--- config.mk ---
export PLATFORM = sky130hd
export DESIGN_NAME = line_hit_monitor_flat
export DESIGN_NICKNAME = d
export VERILOG_FILES = /design/src/rtl/line_hit_if.sv /design/src/rtl/line_hit_monitor.sv /design/src/flat_wrapper.sv
export SDC_FILE = /design/constraint.sdc
export NUM_CORES = 1
export LEC_CHECK = 0
export CAP_MARGIN = 20
export CORE_MARGIN = 5
export CORE_UTILIZATION = 43
export CTS_CLUSTER_DIAMETER = 30
export DETAILED_ROUTE_END_ITERATION = 8
export GPL_ROUTABILITY_DRIVEN = 0
export HOLD_SLACK_MARGIN = 0.08
export PLACE_DENSITY = 0.85
export REMOVE_ABC_BUFFERS = 1
export SKIP_CTS_REPAIR_TIMING = 1
export SYNTH_ARGS = -nofsm -noshare
export SYNTH_HDL_FRONTEND = slang
export SYNTH_SLANG_ARGS = --single-unit
--- constraint.sdc ---
create_clock -name clk -period 2.1 [get_ports clk]
set_input_delay 0.315 -clock clk [delete_from_list [all_inputs] [get_ports clk]]
set_output_delay 0.315 -clock clk [all_outputs]
set_load 0.005 [all_outputs]
--- src/rtl/line_hit_if.sv ---
// Bundles the renderer pixel inputs, game-control inputs and judgement outputs of line_hit_monitor.
// master drives the pixel/control side; slave is the monitor itself.
interface line_hit_if;
    logic        frame;
    logic        enable;
    logic        h_line;
    logic        player;
    logic [15:0] player_y;
    logic        clear_score;
    logic        collide;
    logic        pass;
    logic        hit_latched;
    logic [7:0]  score;
    logic [2:0]  state;

    modport master (
        output frame, enable, h_line, player, player_y, clear_score,
        input  collide, pass, hit_latched, score, state
    );

    modport slave (
        input  frame, enable, h_line, player, player_y, clear_score,
        output collide, pass, hit_latched, score, state
    );
endinterface

--- src/rtl/line_hit_monitor.sv ---
// Judges the player against a horizontal obstacle band: overlap-based collision, pass-through scoring.
// Optional macro LINE_HIT_SCORE_SAT_EN: score saturates at 255 instead of wrapping.
module line_hit_monitor #(
    parameter int LINE_TOP   = 378,
    parameter int LINE_BOT   = 386,
    parameter int PLAYER_H   = 16,
    parameter int HIT_FRAMES = 2
) (
    input  logic        clk,
    input  logic        reset,
    line_hit_if.slave   bus
);

    typedef enum logic [2:0] {
        IDLE    = 3'd0,
        ABOVE   = 3'd1,
        IN_BAND = 3'd2,
        BELOW   = 3'd3,
        HIT     = 3'd4
    } state_t;

    localparam logic [3:0]  HIT_LIM = 4'(HIT_FRAMES);
    localparam logic [16:0] TOP_17  = 17'(LINE_TOP);
    localparam logic [16:0] BOT_17  = 17'(LINE_BOT);
    localparam logic [16:0] HGT_17  = 17'(PLAYER_H);

    state_t      r_state;
    logic        r_ov;
    logic [3:0]  r_cnt;
    logic        r_collide;
    logic        r_pass;
    logic        r_hitLatched;
    logic [7:0]  r_score;

    state_t      w_stateNext;
    logic        w_ovNow;
    logic        w_ovSample;
    logic        w_ovNext;
    logic [3:0]  w_cntNext;
    logic        w_collideNext;
    logic        w_passNext;
    logic [7:0]  w_scoreInc;
    logic [7:0]  w_scoreNext;
    logic [16:0] w_playerTop;
    logic [16:0] w_playerBot;
    logic        w_above;
    logic        w_below;
    logic        w_inBand;
    logic        w_inRound;

    assign w_ovNow     = bus.h_line & bus.player & bus.enable;
    assign w_ovSample  = r_ov | w_ovNow;
    assign w_playerTop = {1'b0, bus.player_y};
    assign w_playerBot = w_playerTop + HGT_17 - 17'd1;
    assign w_above     = (w_playerBot < TOP_17);
    assign w_below     = (w_playerTop > BOT_17);
    assign w_inBand    = ~w_above & ~w_below;
    assign w_inRound   = (r_state == ABOVE) || (r_state == IN_BAND) || (r_state == BELOW);

    // Overlap latch and consecutive-hit counter; the frame pulse closes the frame, including its own overlap.
    always_comb begin
        w_ovNext  = w_ovSample;
        w_cntNext = r_cnt;
        if (!bus.enable) begin
            w_ovNext  = 1'b0;
            w_cntNext = 4'd0;
        end else if (bus.frame) begin
            w_ovNext = 1'b0;
            if (w_ovSample) begin
                w_cntNext = (r_cnt >= HIT_LIM) ? HIT_LIM : r_cnt + 4'd1;
            end else begin
                w_cntNext = 4'd0;
            end
        end
    end

    always_comb begin
        w_stateNext   = r_state;
        w_collideNext = 1'b0;
        w_passNext    = 1'b0;
        if (!bus.enable) begin
            w_stateNext = IDLE;
        end else if (bus.frame) begin
            if (w_inRound && (w_cntNext == HIT_LIM)) begin
                w_stateNext   = HIT;
                w_collideNext = 1'b1;
            end else begin
                case (r_state)
                    IDLE: begin
                        w_stateNext = w_above ? ABOVE : BELOW;
                    end
                    ABOVE: begin
                        if (w_inBand) begin
                            w_stateNext = IN_BAND;
                        end else if (w_below) begin
                            w_stateNext = BELOW;
                        end
                    end
                    IN_BAND: begin
                        if (w_below) begin
                            w_stateNext = BELOW;
                            w_passNext  = 1'b1;
                        end else if (w_above) begin
                            w_stateNext = ABOVE;
                        end
                    end
                    BELOW: begin
                        if (w_above) begin
                            w_stateNext = ABOVE;
                        end
                    end
                    HIT: begin
                        w_stateNext = HIT;
                    end
                    default: begin
                        w_stateNext = IDLE;
                    end
                endcase
            end
        end
    end

`ifdef LINE_HIT_SCORE_SAT_EN
    assign w_scoreInc = (r_score == 8'hFF) ? 8'hFF : r_score + 8'd1;
`else
    assign w_scoreInc = r_score + 8'd1;
`endif

    // A clear wins over a same-cycle pass.
    always_comb begin
        w_scoreNext = r_score;
        if (bus.clear_score) begin
            w_scoreNext = 8'd0;
        end else if (w_passNext) begin
            w_scoreNext = w_scoreInc;
        end
    end

    always_ff @(posedge clk) begin
        if (reset) begin
            r_state      <= IDLE;
            r_ov         <= 1'b0;
            r_cnt        <= 4'd0;
            r_collide    <= 1'b0;
            r_pass       <= 1'b0;
            r_hitLatched <= 1'b0;
            r_score      <= 8'd0;
        end else begin
            r_state      <= w_stateNext;
            r_ov         <= w_ovNext;
            r_cnt        <= w_cntNext;
            r_collide    <= w_collideNext;
            r_pass       <= w_passNext;
            r_hitLatched <= (w_stateNext == HIT);
            r_score      <= w_scoreNext;
        end
    end

    assign bus.collide     = r_collide;
    assign bus.pass        = r_pass;
    assign bus.hit_latched = r_hitLatched;
    assign bus.score       = r_score;
    assign bus.state       = r_state;

endmodule

--- src/flat_wrapper.sv ---
// flat-port wrapper written by rule: the top's interface ports become plain ports
module line_hit_monitor_flat 
#(
    parameter int LINE_TOP   = 378,
    parameter int LINE_BOT   = 386,
    parameter int PLAYER_H   = 16,
    parameter int HIT_FRAMES = 2
)
  (clk, reset, bus_frame, bus_enable, bus_h_line, bus_player, bus_player_y, bus_clear_score, bus_collide, bus_pass, bus_hit_latched, bus_score, bus_state);
  line_hit_if bus_i ();
  input  logic clk;
  input  logic reset;
  input wire logic [$bits(bus_i.frame)-1:0] bus_frame;
  input wire logic [$bits(bus_i.enable)-1:0] bus_enable;
  input wire logic [$bits(bus_i.h_line)-1:0] bus_h_line;
  input wire logic [$bits(bus_i.player)-1:0] bus_player;
  input wire logic [$bits(bus_i.player_y)-1:0] bus_player_y;
  input wire logic [$bits(bus_i.clear_score)-1:0] bus_clear_score;
  output wire logic [$bits(bus_i.collide)-1:0] bus_collide;
  output wire logic [$bits(bus_i.pass)-1:0] bus_pass;
  output wire logic [$bits(bus_i.hit_latched)-1:0] bus_hit_latched;
  output wire logic [$bits(bus_i.score)-1:0] bus_score;
  output wire logic [$bits(bus_i.state)-1:0] bus_state;
  assign bus_i.frame = bus_frame;
  assign bus_i.enable = bus_enable;
  assign bus_i.h_line = bus_h_line;
  assign bus_i.player = bus_player;
  assign bus_i.player_y = bus_player_y;
  assign bus_i.clear_score = bus_clear_score;
  assign bus_collide = bus_i.collide;
  assign bus_pass = bus_i.pass;
  assign bus_hit_latched = bus_i.hit_latched;
  assign bus_score = bus_i.score;
  assign bus_state = bus_i.state;
  line_hit_monitor #(.LINE_TOP(LINE_TOP), .LINE_BOT(LINE_BOT), .PLAYER_H(PLAYER_H), .HIT_FRAMES(HIT_FRAMES)) u_core (.clk(clk), .reset(reset), .bus(bus_i));
endmodule
==> results.md <==
Timing:
- The number of failing hold endpoints at the final stage is 0.
- For this run, the top clock speed supported by timing is 456 MHz.
- The fraction of the cycle the final worst path needs is 104%.
- The slack of the critical path is -0.0917 ns.
- The time the final worst path needs with I/O delays and setup is ~2.2 ns.
- The max-slew violation count came to 0.
- The setup TNS is -0.362 ns.
- The worst clock skew is 0.000940 ns.
- The slew at the pin with the worst max-slew slack is 0.713 ns.
- Setup violations remaining at the end of the flow were counted as 9.
- Setup repair after global routing could not meet its margin everywhere.
- Headroom to the max-slew limit came out at 52.3%.

Route:
- For this run, design rule violations remaining after detail routing come to 0.
- The routed design has 4.39 mm of wire.
- Dividing the detail-routed via count by the number of cells gives about 5.8.
- Once detail routing completed, the nets flagged for antenna violations numbered 0.
- In the final routed layout, each cell accounts on average for 16.0 microns.
- The number of vias in the routed layout is 1592.
- The number of iterations in the first detailed-routing pass is 4.
- The count of routing violations after the opening detailed-route iteration is 72.

Clocking:
- The clock root buffer master is sky130_fd_sc_hd__clkbuf_4.
- The number of buffers created by CTS is 3.
- The sink count of the clock tree is 19.
- After clock tree synthesis, the clock-pin slew on the worst setup and hold paths is 0.11 ns.
- The later pin in the worst-skew pair is clocked with a latency of 0.31 ns.
- The number of buffers on the longest clock path is 2.
- The CTS H-tree depth is 1.
- TritonCTS built the clock tree.

Finish:
- The cell area after layout is 2190 sq um.
- The share of post-route cells with drive strength above 1 is 31.5%.
- The number of antenna cells inserted is 0.
- The net count of the finished layout is 270.
- The area added between synthesis and finish is 64.8%.

Setup path:
- The element type at the critical path start is a flop.
- Walking the worst path, the cells encountered are inv_2 -> ha_4 -> or4b_4 -> a21oi_4 -> o41ai_4 -> a211oi_2 -> a31oi_1 -> and3_1.
- The worst setup path is of the reg -> reg kind.
- The worst path buffer plus inverter count is 1.
- The worst setup path is captured at a flop.
- Broken down by cell family, the worst path's largest delay share belongs to compound AO/OA/AOI/OAI gates.
- On the critical path, the stage with the largest delay is an instance of sky130_fd_sc_hd__o41ai_4.
- The largest single stage delay on the critical path is 0.69 ns.
- Data on the critical path is required at its endpoint by 2.36 ns.
- Along the worst path, the maximum fanout reaches 8.
- The worst endpoint data arrival time is 2.46 ns.

Placement:
- The HPWL after detailed placement is 3.00 mm.
- Port buffering added 36 buffers.
- The placed standard-cell area is 1990 sq um.

GRT:
- The first-pass GRT wire length is 5.90 mm.
- The total global routing overflow is 0.
- The pin count of the biggest net entering global routing is 12.
- The initial antenna violation count is 0.
- Across every metal layer, demand over resource in global routing totals 17.1%.
- The via count of the first global-routing pass was ~1400.

Outcome:
- The final reports fail on setup timing.
- The run finished, with violations left.

Flow run:
- The number of max-cap violations is 0.

Logic synthesis:
- The flip-flop cell with the highest count after synthesis is sky130_fd_sc_hd__dfxtp_1.
- The count of flip-flops with a built-in enable after synthesis is 0.
- In this run, synthesis produced a sequential element count of 19.
- The count of yosys warnings during synthesis is 0.
- Sorting the synthesized cells by area gives the leading types as sky130_fd_sc_hd__dfxtp_1 29%, sky130_fd_sc_hd__nor2_1 5.6%, sky130_fd_sc_hd__ha_1 4.7%, sky130_fd_sc_hd__a21oi_1 4.1%, sky130_fd_sc_hd__nor3_1 3.4%.
- sky130_fd_sc_hd__nor2_1 is the most common cell in the netlist.
- Summing every instance area after synthesis gives 1330 sq um.
- A synthesized cell averages approximately 8.2 sq um.
- The cell count after synthesis is between 150 and 200.
- The largest total area in the synthesized netlist belongs to sky130_fd_sc_hd__dfxtp_1.
- Of all flip-flops after synthesis, the portion carrying an async set or reset was 0%.
- The sequential share of the synthesized area is between 20 and 30%.
- The post-synthesis cell type count is 43.
- The area fraction of the dominant cell type after synthesis is 28.6%.
- By count the netlist is led by 20 x sky130_fd_sc_hd__nor2_1, 19 x sky130_fd_sc_hd__dfxtp_1, 11 x sky130_fd_sc_hd__a21oi_1, 9 x sky130_fd_sc_hd__inv_1, 9 x sky130_fd_sc_hd__nor3_1.

Floorplan:
- The floorplan has 20 rows.
- After floorplanning, the core was sized to cover about 3000 sq um.
- From bottom edge to top edge, the die measures 65.6 microns.
- The I/O pin total is 37.
- The die covers 4310 sq um.
- The chip width is 65.6 microns.
- For this configuration, the core starts out at a cell density of roughly 44%.

Power and ir drop:
- The cell leakage power is 0.893 nW.
- For this design the ratio of total power to cell area is ~350 nW/um^2.
- The maximum vdd drop is around 0.00015 V.

Worst hold path:
- The class of the most critical hold timing path is reg -> reg.
==> area by class of cell <==
| class | instances | area (sq um) |
|---|---|---|
| Fill cell | 211 | 811 |
| Clock buffer | 3 | 22.5 |
| Tap cell | 33 | 41.3 |
| Multi-Input combinational cell | 133 | 1030 |
| Inverter | 9 | 33.8 |
| Timing Repair Buffer | 76 | 681 |
| Sequential cell | 19 | 383 |
| Clock inverter | 1 | 5.00 |
==> cell usage in the layout (no fill, tap or decap), types with 3 or more instances in the layout <==
| master | netlist | routed |
|---|---|---|
| sky130_fd_sc_hd__buf_4 | 0 | 38 |
| sky130_fd_sc_hd__clkdlybuf4s50_1 | 0 | 31 |
| sky130_fd_sc_hd__nor2_1 | 20 | 18 |
| sky130_fd_sc_hd__dfxtp_1 | 19 | 17 |
| sky130_fd_sc_hd__inv_1 | 9 | 8 |
| sky130_fd_sc_hd__nor3_1 | 9 | 8 |
| sky130_fd_sc_hd__a21oi_1 | 11 | 8 |
| sky130_fd_sc_hd__nand3b_1 | 6 | 6 |
| sky130_fd_sc_hd__nand2_1 | 6 | 6 |
| sky130_fd_sc_hd__nand4_1 | 6 | 6 |
| sky130_fd_sc_hd__nand3_1 | 5 | 5 |
| sky130_fd_sc_hd__o21ai_0 | 5 | 5 |
| sky130_fd_sc_hd__and3_1 | 5 | 5 |
| sky130_fd_sc_hd__dlymetal6s2s_1 | 0 | 5 |
| sky130_fd_sc_hd__nand2b_1 | 4 | 4 |
| sky130_fd_sc_hd__a31oi_1 | 4 | 4 |
| sky130_fd_sc_hd__xor2_1 | 4 | 4 |
| sky130_fd_sc_hd__xnor2_1 | 4 | 3 |
| sky130_fd_sc_hd__mux2i_1 | 3 | 3 |
| sky130_fd_sc_hd__a211oi_2 | 1 | 3 |
| sky130_fd_sc_hd__ha_1 | 5 | 3 |
| sky130_fd_sc_hd__clkbuf_4 | 0 | 3 |
==> cells by family (layout without fill, tap and decap cells) <==
| group | Yosys count | in the layout | synth area share (%) |
|---|---|---|---|
| simple gates | 82 | 82 | 36.0 |
| compound gates | 34 | 34 | 18.7 |
| flops | 19 | 19 | 28.6 |
| buf+inv | 11 | 89 | 3.67 |
| xor+xnor | 8 | 8 | 5.27 |
| fa+ha+maj | 6 | 6 | 5.46 |
| mux | 3 | 3 | 2.26 |
==> metal layers <==
metal	part of all wire [%]	GRT usage, %
met2	55	32.6
met5	0	0
met4	3.0	5.44
met3	4.0	2.05
met1	38	19.6
==> state kept, by name, summed over array words and instances (netlist names) <==
signal and cells:
u_core.bus.pass 1, u_core.r_cnt 4, u_core.bus.collide 1, u_core.r_ov 1, u_core.bus.score 8, u_core.bus.state 3
u_core.bus.hit_latched 1
==> worst paths after layout <==
kind              cells past startpoint                 from  slack, ns                     end
setup / recovery                      8      u_core.r_cnt[0]      -0.09  u_core.bus.hit_latched
hold / removal                        2  u_core.bus.score[5]       0.49     u_core.bus.score[5]
setup reg to reg                      8      u_core.r_cnt[0]      -0.09  u_core.bus.hit_latched
hold reg to reg                       2  u_core.bus.score[5]       0.49     u_core.bus.score[5]
==> power by group <==
group	leakage [nW]	internal (mW)	switching, mW
logic	0.721	0.114	0.0956
clock network	0.0177	0.0713	0.122
registers	0.154	0.363	0.00302
==> worst reg2reg max path: cells and delay by family, from the launching register on <==
kind            cells  cell delay, ns
compound gates      4            1.15
fa+ha+maj           1            0.21
buf+inv             1            0.05
flops               1            0.35
simple gates        2            0.39
==> stage by stage <==
stage / setup slack (ns) / total power [mW] / instances / hold WS [ns] / utilization (%)
after floorplan: -0.166 / 0.441 / 161 / 0.394 / -
after global placement: -0.406 / 0.560 / 266 / 0.473 / 66.2
after detailed placement: -0.496 / 0.564 / 266 / 0.486 / 66.2
after CTS: -0.384 / 0.755 / 270 / 0.500 / 67.1
after global routing: -0.141 / 0.813 / 274 / 0.548 / 73.0
final: -0.0917 / 0.769 / 274 / 0.491 / 73.0
(Power assumes the default switching activity.)
